## config.mk

```make
export PLATFORM = sky130hd
export DESIGN_NAME = usb_sie_tx
export DESIGN_NICKNAME = d
export VERILOG_FILES = /design/src/rtl/usb_sie_tx.sv
export SDC_FILE = /design/constraint.sdc
export NUM_CORES = 1
export LEC_CHECK = 0
export CAP_MARGIN = 30
export CORE_MARGIN = 4
export CORE_UTILIZATION = 48
export DETAILED_ROUTE_END_ITERATION = 10
export PLACE_DENSITY = 0.82
export SYNTH_ARGS = -nofsm -noshare
export SYNTH_HDL_FRONTEND = slang
export SYNTH_SLANG_ARGS = --single-unit
```

## constraint.sdc

```tcl
create_clock -name clk -period 1.9 [get_ports clk]
set_input_delay 0.38 -clock clk [delete_from_list [all_inputs] [get_ports clk]]
set_output_delay 0.38 -clock clk [all_outputs]
set_load 0.05 [all_outputs]
```

## src/rtl/usb_sie_tx.sv

```systemverilog
// USB SIE transmit framer: sends PID, payload and a generated CRC16 over the UTMI
// transmit interface, keeping tx_valid continuous for the whole packet.
module usb_sie_tx #(
   parameter bit CHECK_PID = 1'b1
) (
   input  logic       clk,
   input  logic       rst,
   input  logic       req_valid,
   input  logic [3:0] req_pid,
   input  logic       req_zlp,
   output logic       req_ready,
   input  logic [7:0] pld_data,
   input  logic       pld_valid,
   input  logic       pld_last,
   output logic       pld_ready,
   output logic       busy,
   output logic       tx_err,
   output logic [7:0] data_in,
   output logic       tx_valid,
   input  logic       tx_ready
);

   localparam logic [3:0] PidAck   = 4'b0010;
   localparam logic [3:0] PidNak   = 4'b1010;
   localparam logic [3:0] PidStall = 4'b1110;
   localparam logic [3:0] PidData0 = 4'b0011;
   localparam logic [3:0] PidData1 = 4'b1011;

   typedef enum logic [2:0] {StIdle, StPid, StData, StCrcLo, StCrcHi} state_t;

   state_t      state_q, state_d;
   logic [3:0]  pid_q, pid_d;
   logic        zlp_q, zlp_d;
   logic [15:0] crc_q, crc_d;
   logic [15:0] crc_next;
   logic [7:0]  data_q, data_d;
   logic        tx_valid_q, tx_valid_d;
   logic        busy_q, busy_d;
   logic        req_ready_q, req_ready_d;
   logic        tx_err_q, tx_err_d;
   logic        req_is_data, req_legal, pid_is_data;

   // Reflected CRC16 (poly 0xA001), one byte LSB first.
   function automatic logic [15:0] crc16_byte(input logic [15:0] crc, input logic [7:0] b);
      logic [15:0] c;
      c = crc ^ {8'h00, b};
      for (int i = 0; i < 8; i++) begin
         c = c[0] ? ((c >> 1) ^ 16'hA001) : (c >> 1);
      end
      return c;
   endfunction

   assign req_is_data = (req_pid == PidData0) || (req_pid == PidData1);
   assign req_legal   = req_is_data || (req_pid == PidAck) || (req_pid == PidNak) ||
                        (req_pid == PidStall);
   // Unlisted PIDs accepted with CHECK_PID=0 go out as single-byte packets.
   assign pid_is_data = (pid_q == PidData0) || (pid_q == PidData1);
   assign crc_next    = crc16_byte(crc_q, pld_data);

   always_comb begin
      state_d    = state_q;
      pid_d      = pid_q;
      zlp_d      = zlp_q;
      crc_d      = crc_q;
      data_d     = data_q;
      tx_valid_d = tx_valid_q;
      busy_d     = busy_q;
      tx_err_d   = 1'b0;

      unique case (state_q)
         StIdle: begin
            if (req_valid && req_ready_q) begin
               if (req_legal || !CHECK_PID) begin
                  pid_d      = req_pid;
                  zlp_d      = req_zlp;
                  crc_d      = 16'hFFFF;
                  data_d     = {~req_pid, req_pid};
                  tx_valid_d = 1'b1;
                  busy_d     = 1'b1;
                  state_d    = StPid;
               end else begin
                  tx_err_d = 1'b1;
               end
            end
         end
         StPid: begin
            if (tx_ready) begin
               if (!pid_is_data) begin
                  tx_valid_d = 1'b0;
                  busy_d     = 1'b0;
                  state_d    = StIdle;
               end else if (zlp_q) begin
                  data_d  = ~crc_q[7:0];
                  state_d = StCrcLo;
               end else begin
                  state_d = StData;
               end
            end
         end
         StData: begin
            if (tx_ready) begin
               if (pld_valid) begin
                  crc_d = crc_next;
                  if (pld_last) begin
                     data_d  = ~crc_next[7:0];
                     state_d = StCrcLo;
                  end
               end else begin
                  // Underrun: dropping tx_valid makes the UTM close the packet early.
                  tx_err_d   = 1'b1;
                  tx_valid_d = 1'b0;
                  busy_d     = 1'b0;
                  state_d    = StIdle;
               end
            end
         end
         StCrcLo: begin
            if (tx_ready) begin
               data_d  = ~crc_q[15:8];
               state_d = StCrcHi;
            end
         end
         StCrcHi: begin
            if (tx_ready) begin
               tx_valid_d = 1'b0;
               busy_d     = 1'b0;
               state_d    = StIdle;
            end
         end
         default: begin
            tx_valid_d = 1'b0;
            busy_d     = 1'b0;
            state_d    = StIdle;
         end
      endcase

      req_ready_d = (state_d == StIdle);
   end

   always_ff @(posedge clk or posedge rst) begin
      if (rst) begin
         state_q     <= StIdle;
         pid_q       <= 4'h0;
         zlp_q       <= 1'b0;
         crc_q       <= 16'hFFFF;
         data_q      <= 8'h00;
         tx_valid_q  <= 1'b0;
         busy_q      <= 1'b0;
         req_ready_q <= 1'b0;
         tx_err_q    <= 1'b0;
      end else begin
         state_q     <= state_d;
         pid_q       <= pid_d;
         zlp_q       <= zlp_d;
         crc_q       <= crc_d;
         data_q      <= data_d;
         tx_valid_q  <= tx_valid_d;
         busy_q      <= busy_d;
         req_ready_q <= req_ready_d;
         tx_err_q    <= tx_err_d;
      end
   end

   assign req_ready = req_ready_q;
   assign busy      = busy_q;
   assign tx_err    = tx_err_q;
   assign tx_valid  = tx_valid_q;
   assign data_in   = (state_q == StData) ? pld_data : data_q;
   assign pld_ready = (state_q == StData) && tx_ready && pld_valid;

endmodule

```

* After elaboration in Yosys (flattened, before gate mapping)
Index checks and enable logic that the tools add are counted.
** Word-level totals
- ROM bits :: 0
- Bits in writable memories :: 0
- Memories :: 0
- Bits in latches :: 0
- Output and inout bits :: 13
- Input bits :: 19
- Bits in registers :: 35
** Cells by class
- Divide/modulo/power cells :: 0
- Reductions and logical operators :: 16
- Equality and inequality tests :: 23
- Add/subtract/negate cells :: 0
- Shift-type cells :: 0
- Order comparisons :: 0
- Muxes and demuxes :: 48
- Bitwise operators :: 14
- $mul :: 0
** Operator list (number)
- $mux W16 :: 12
- $mux W8 :: 10
- $pmux W16 S2 :: 1
- $pmux W8 S4 :: 1
- $mux W3 :: 8
- $ne A2 B2 Y1 const B :: 12
- $not A2 Y3 :: 8
- $not A8 Y8 :: 3
- $eq A4 B4 Y1 const B :: 4
- $xor A16 B8 Y16 :: 1
- $pmux W3 S5 :: 1
- $eq A4 B2 Y1 const B :: 3
- $mux W1 :: 12
- $reduce_and A10 Y1 :: 1
- $reduce_and A8 Y1 :: 1
- $eq A3 B2 Y1 const B :: 2
- $logic_not A3 Y1 :: 2
- $logic_or A1 B1 Y1 :: 5
- $pmux W1 S5 :: 1
- $reduce_and A5 Y1 :: 1
- $not A4 Y4 :: 1
- $reduce_bool A4 Y1 :: 1
- $eq A3 B1 Y1 const B :: 1
- $eq A3 B3 Y1 const B :: 1
- 6 further kinds :: 8

* Depth between registers and ports, before layout
- Depth in word-level cells :: 22
- Depth in mapped cells :: 8

* Worst setup path before layout
No wires, ideal clock.
- Kind :: register to output
- Start point :: register req_ready (netlist name)
- End point :: output pld_ready
- Cell stages (with the launch flop) :: 6
- Setup slack :: -0.727 ns
- Required time :: 1.520 ns
- Arrival :: 2.247 ns
- Buffers on the path :: 0
- Cell sequence :: dfrtp_1 -> nand2_1 -> a211o_1 -> nor2_1 -> o21ai_1 -> nor2_1
** RTL lines
- to (decl) :: line 15 : output logic pld_ready,

* Final worst setup path
- Start point :: register state_q[2]
- End point :: output data_in[5]
** On the way
- Word-level cells in the longest chain between the ends :: 2
** RTL lines
- from (decl) :: line 31 : state_t state_q, state_d;
- from (signal assigned) :: line 142 : state_q <= StIdle;
- from (signal assigned) :: line 152 : state_q <= state_d;
- $eq A3 B2 Y1 :: line 168 : assign data_in = (state_q == StData) ? pld_data : data_q;
- $mux W8 :: line 168
- to (decl) :: line 18 : output logic [7:0] data_in,
No other way between the ends.

==> results.yml <==
sta:
  finalWorstPathRequiredPeriod_ns: 1.95
  final-setup-viol-count: 8
  period_share: 1.03
  tns_ns: -0.281
  drv_slew: 0
  worst_slack_ns: -0.0549
  max_freq_mhz: 512
  tightest_slew_ns: 0.521
  rsz0062_at_grt: "yes"
  skew_ns: 0.00327
  hold_viol: 0
  slew-limit-headroom: 0.652
synthesis:
  synth.area.top_cells: "dfrtp_1, dfstp_2, o21ai_0"
  syn_nets: 238
  synth_top_cell_area_share: 0.227
  netlist_instances: 219
  yosysUniqueCellTypes: 39
  synth_seq_area_share: 0.439
  synth_area_leader_cell: "dfrtp_1"
  ys_warn_count: 0
  ys_ff_latch: 34
  syn_area_per_cell_um2: 9.06
  synth_area_um2: 1980
detailed_routing:
  dr.pass1.iters: 4
  avgRoutedWirePerCell_um: 18.1
  wl_um: 6240
  vias: 1962
  vias_per_cell: 5.69
  drc: 0
  ant_nets: 0
  initialDrtViolationCount: 214
clocking:
  cts_buffers: 5
  clkSinkCount: 34
  worstSkewPairLatency_ns: 0.29
  max-clock-path-buffers: 2
  cts_tree: "done"
  htreeDepth: 2
  cts_root_buffer: "clkbuf_8"
  clkTransAtPathRegs_ns: 0.07
final_layout:
  finalNetCount: 313
  drive_gt1_frac: 0.420
  diodes: 0
  fill_cells: 251
  instances_no_fill: 345
  syn_to_final_growth_pct: 54.8
grt:
  antenna_found_initial: 0
  grt_pass1_vias: 2021
  grt_max_degree: 35
  grt_overflow_total: 0
  track_usage: 0.257
  grt_pass1_wl_um: 10000
floorplanning:
  die_h_um: 72.3
  core-area_um2: 4000
  num_rows: 23
  die-area_um2: 5220
  ios: 32
  chipWidth_um: 72.3
  start_util: 0.496
worst_setup_path:
  critPathMaxStageDelay_ns: 0.40
  startpoint: "state_q[2]"
  critical_path_depth: 5
  worst_setup_path_end_kind: "primary output"
  r2r_end: "data_q[0]"
  reg2reg_depth: 6
  critPathKind: "reg2out"
  cpMostUsedCell: "buf_8"
  path_buf_inv: 2
  timing.critical_path.fanout_max: 5
  critPathLaunchType: "register"
  cp-endpoint: "data_in[5]"
  r2r_slack_ns: -0.02
  crit_chain: "nand2b_4 -> nor2_4 -> buf_8 -> mux2_4 -> buf_8"
  path_delay_family: "flip-flops"
  cp_data_required_time_ns: 1.52
  crit-reg2reg-launch: "crc_q[1]"
  cp.arrival_ns: 1.57
  crit_slowest_cell: "dfrtp_1"
placed_design:
  placedCellCount: 324
  gp_congestion: 0.874
  dp_hpwl_um: 3830
  io_buffers: 31
power:
  p_leak_nw: 1.39
  powerDensity_nw_per_um2: 2070
  p_seq_frac: 0.230
  switching_power_w: 0.00271
  p_comb_frac: 0.679
  p_int_w: 0.00364
  switching_share: 0.426
  peakVddDrop_mv: 1.54
  total_power_w: 0.00635
  p_clk_frac: 0.091
outcome:
  violations: "setup timing"
  status: "finished with violations"
hold_path:
  min_path_type: "in2async"
run:
  drv_cap: 0
## cells in the final DEF, fill, tap and decap left out, drive strengths merged, types with 2 or more instances in the layout
master         instances
dfrtp                 18
o21a                   2
o21ai                 23
clkbuf                 7
nor2                  24
a21oi                 19
buf                   61
xnor3                  2
or3                    2
dlygate4sd2            8
inv                   11
a22oi                  6
clkdlybuf4s50         10
nand3                  2
xor2                   6
and3                   2
nor3                   3
o221ai                 4
nand2b                 4
xnor2                 14
nand2                 21
nor2b                  2
a31oi                  4
o22ai                  4
mux2                   7
dfstp                 16
## through the flow
stage          hold WS (ns)  utilization  area (um2)  worst slack, ns
3_3_place_gp          0.446        0.677        2710           -0.338
6_report              0.480        0.768        3070          -0.0549
4_1_cts               0.467        0.744        2970          -0.0382
2_1_floorplan         0.431            -        2040          -0.0123
5_1_grt               0.502        0.768        3070          -0.0990
3_5_place_dp          0.450        0.677        2710           -0.377
## layer usage
layer | vias to the layer above | wire length (um) | track usage
li1 | 914 | - | -
met1 | 925 | 2420 | 0.314
met3 | 21 | 504 | 0.0720
met5 | - | 0 | 0
met4 | 0 | 239 | 0.138
met2 | 102 | 3080 | 0.411
## timing repair
| action | CTS | global route |
|---|---|---|
| setup endpoints to repair | 14 | 12 |
| gates cloned | 0 | 0 |
| gates resized for setup | 34 | 16 |
| setup buffers | 10 | 3 |
| pin swaps | 12 | 8 |
| hold buffers | 0 | 0 |
## cell usage after synthesis (all sizes together)
cell type / instances
nand2b: 4
and3b: 1
dfrtp: 18
o21ai: 23
o32a: 1
nor2b: 2
nor2: 24
nand2: 21
xnor3: 2
or2: 1
xnor2: 14
o21a: 2
o221ai: 4
o22ai: 4
a31o: 1
a32oi: 1
buf: 2
a211o: 1
mux2: 7
nand3: 2
inv: 11
mux2i: 1
xor2: 6
and3: 2
nor3: 3
o21bai: 1
o211ai: 1
a31oi: 4
a22oi: 6
or3: 2
a21oi: 19
nand4: 1
dfstp: 16
clkbuf: 11
## cells by family (layout without fill, tap and decap cells)
group           Yosys count  in the layout  synth area share
xor+xnor                 22             22             0.123
mux                       8              8            0.0448
simple gates             63             63             0.141
flops                    34             34             0.439
compound gates           68             68             0.205
buf+inv                  24            100            0.0473
## final cells by class
type                       count  area, um2  share of cell area
clock buffer                   7       86.3              0.0281
inverter                      11       41.3              0.0134
tap                           50       62.6              0.0204
clock inverter                 1       5.00             0.00163
multi-input combinational    161       1190               0.389
timing repair buffer          81        807               0.263
sequential                    34        873               0.284
## worst register-to-register path: cells and delay by family (launching register included)
family / cells / cell delay, ns
flops: 1 / 0.58
xor+xnor: 4 / 0.99
compound gates: 2 / 0.22
## state kept, by name, summed over array words and instances (netlist names)
register   count
busy           1
crc_q         16
data_q         8
pid_q          3
req_ready      1
state_q        3
tx_err         1
zlp_q          1
## worst min path at each step
stage,startpoint,end,slack (ns),cells after the start
floorplan,pid_q[1],pid_q[1],0.43,1
global placement,pid_q[1],pid_q[1],0.45,1
detailed placement,pid_q[1],pid_q[1],0.45,1
CTS,crc_q[9],crc_q[9],0.47,2
global route,pid_q[1],pid_q[1],0.50,1
finish,rst,zlp_q,0.48,3
## power by group through the flow
stage	clock network [W]	logic, W	registers (W)
6_report	0.000578	0.00431	0.00146
3_3_place_gp	0	0.00358	0.00141
5_1_grt	0.000617	0.00457	0.00150
2_1_floorplan	0	0.00227	0.00145
4_1_cts	0.000578	0.00397	0.00144
3_5_place_dp	0	0.00362	0.00142
(Power assumes the default switching activity.)
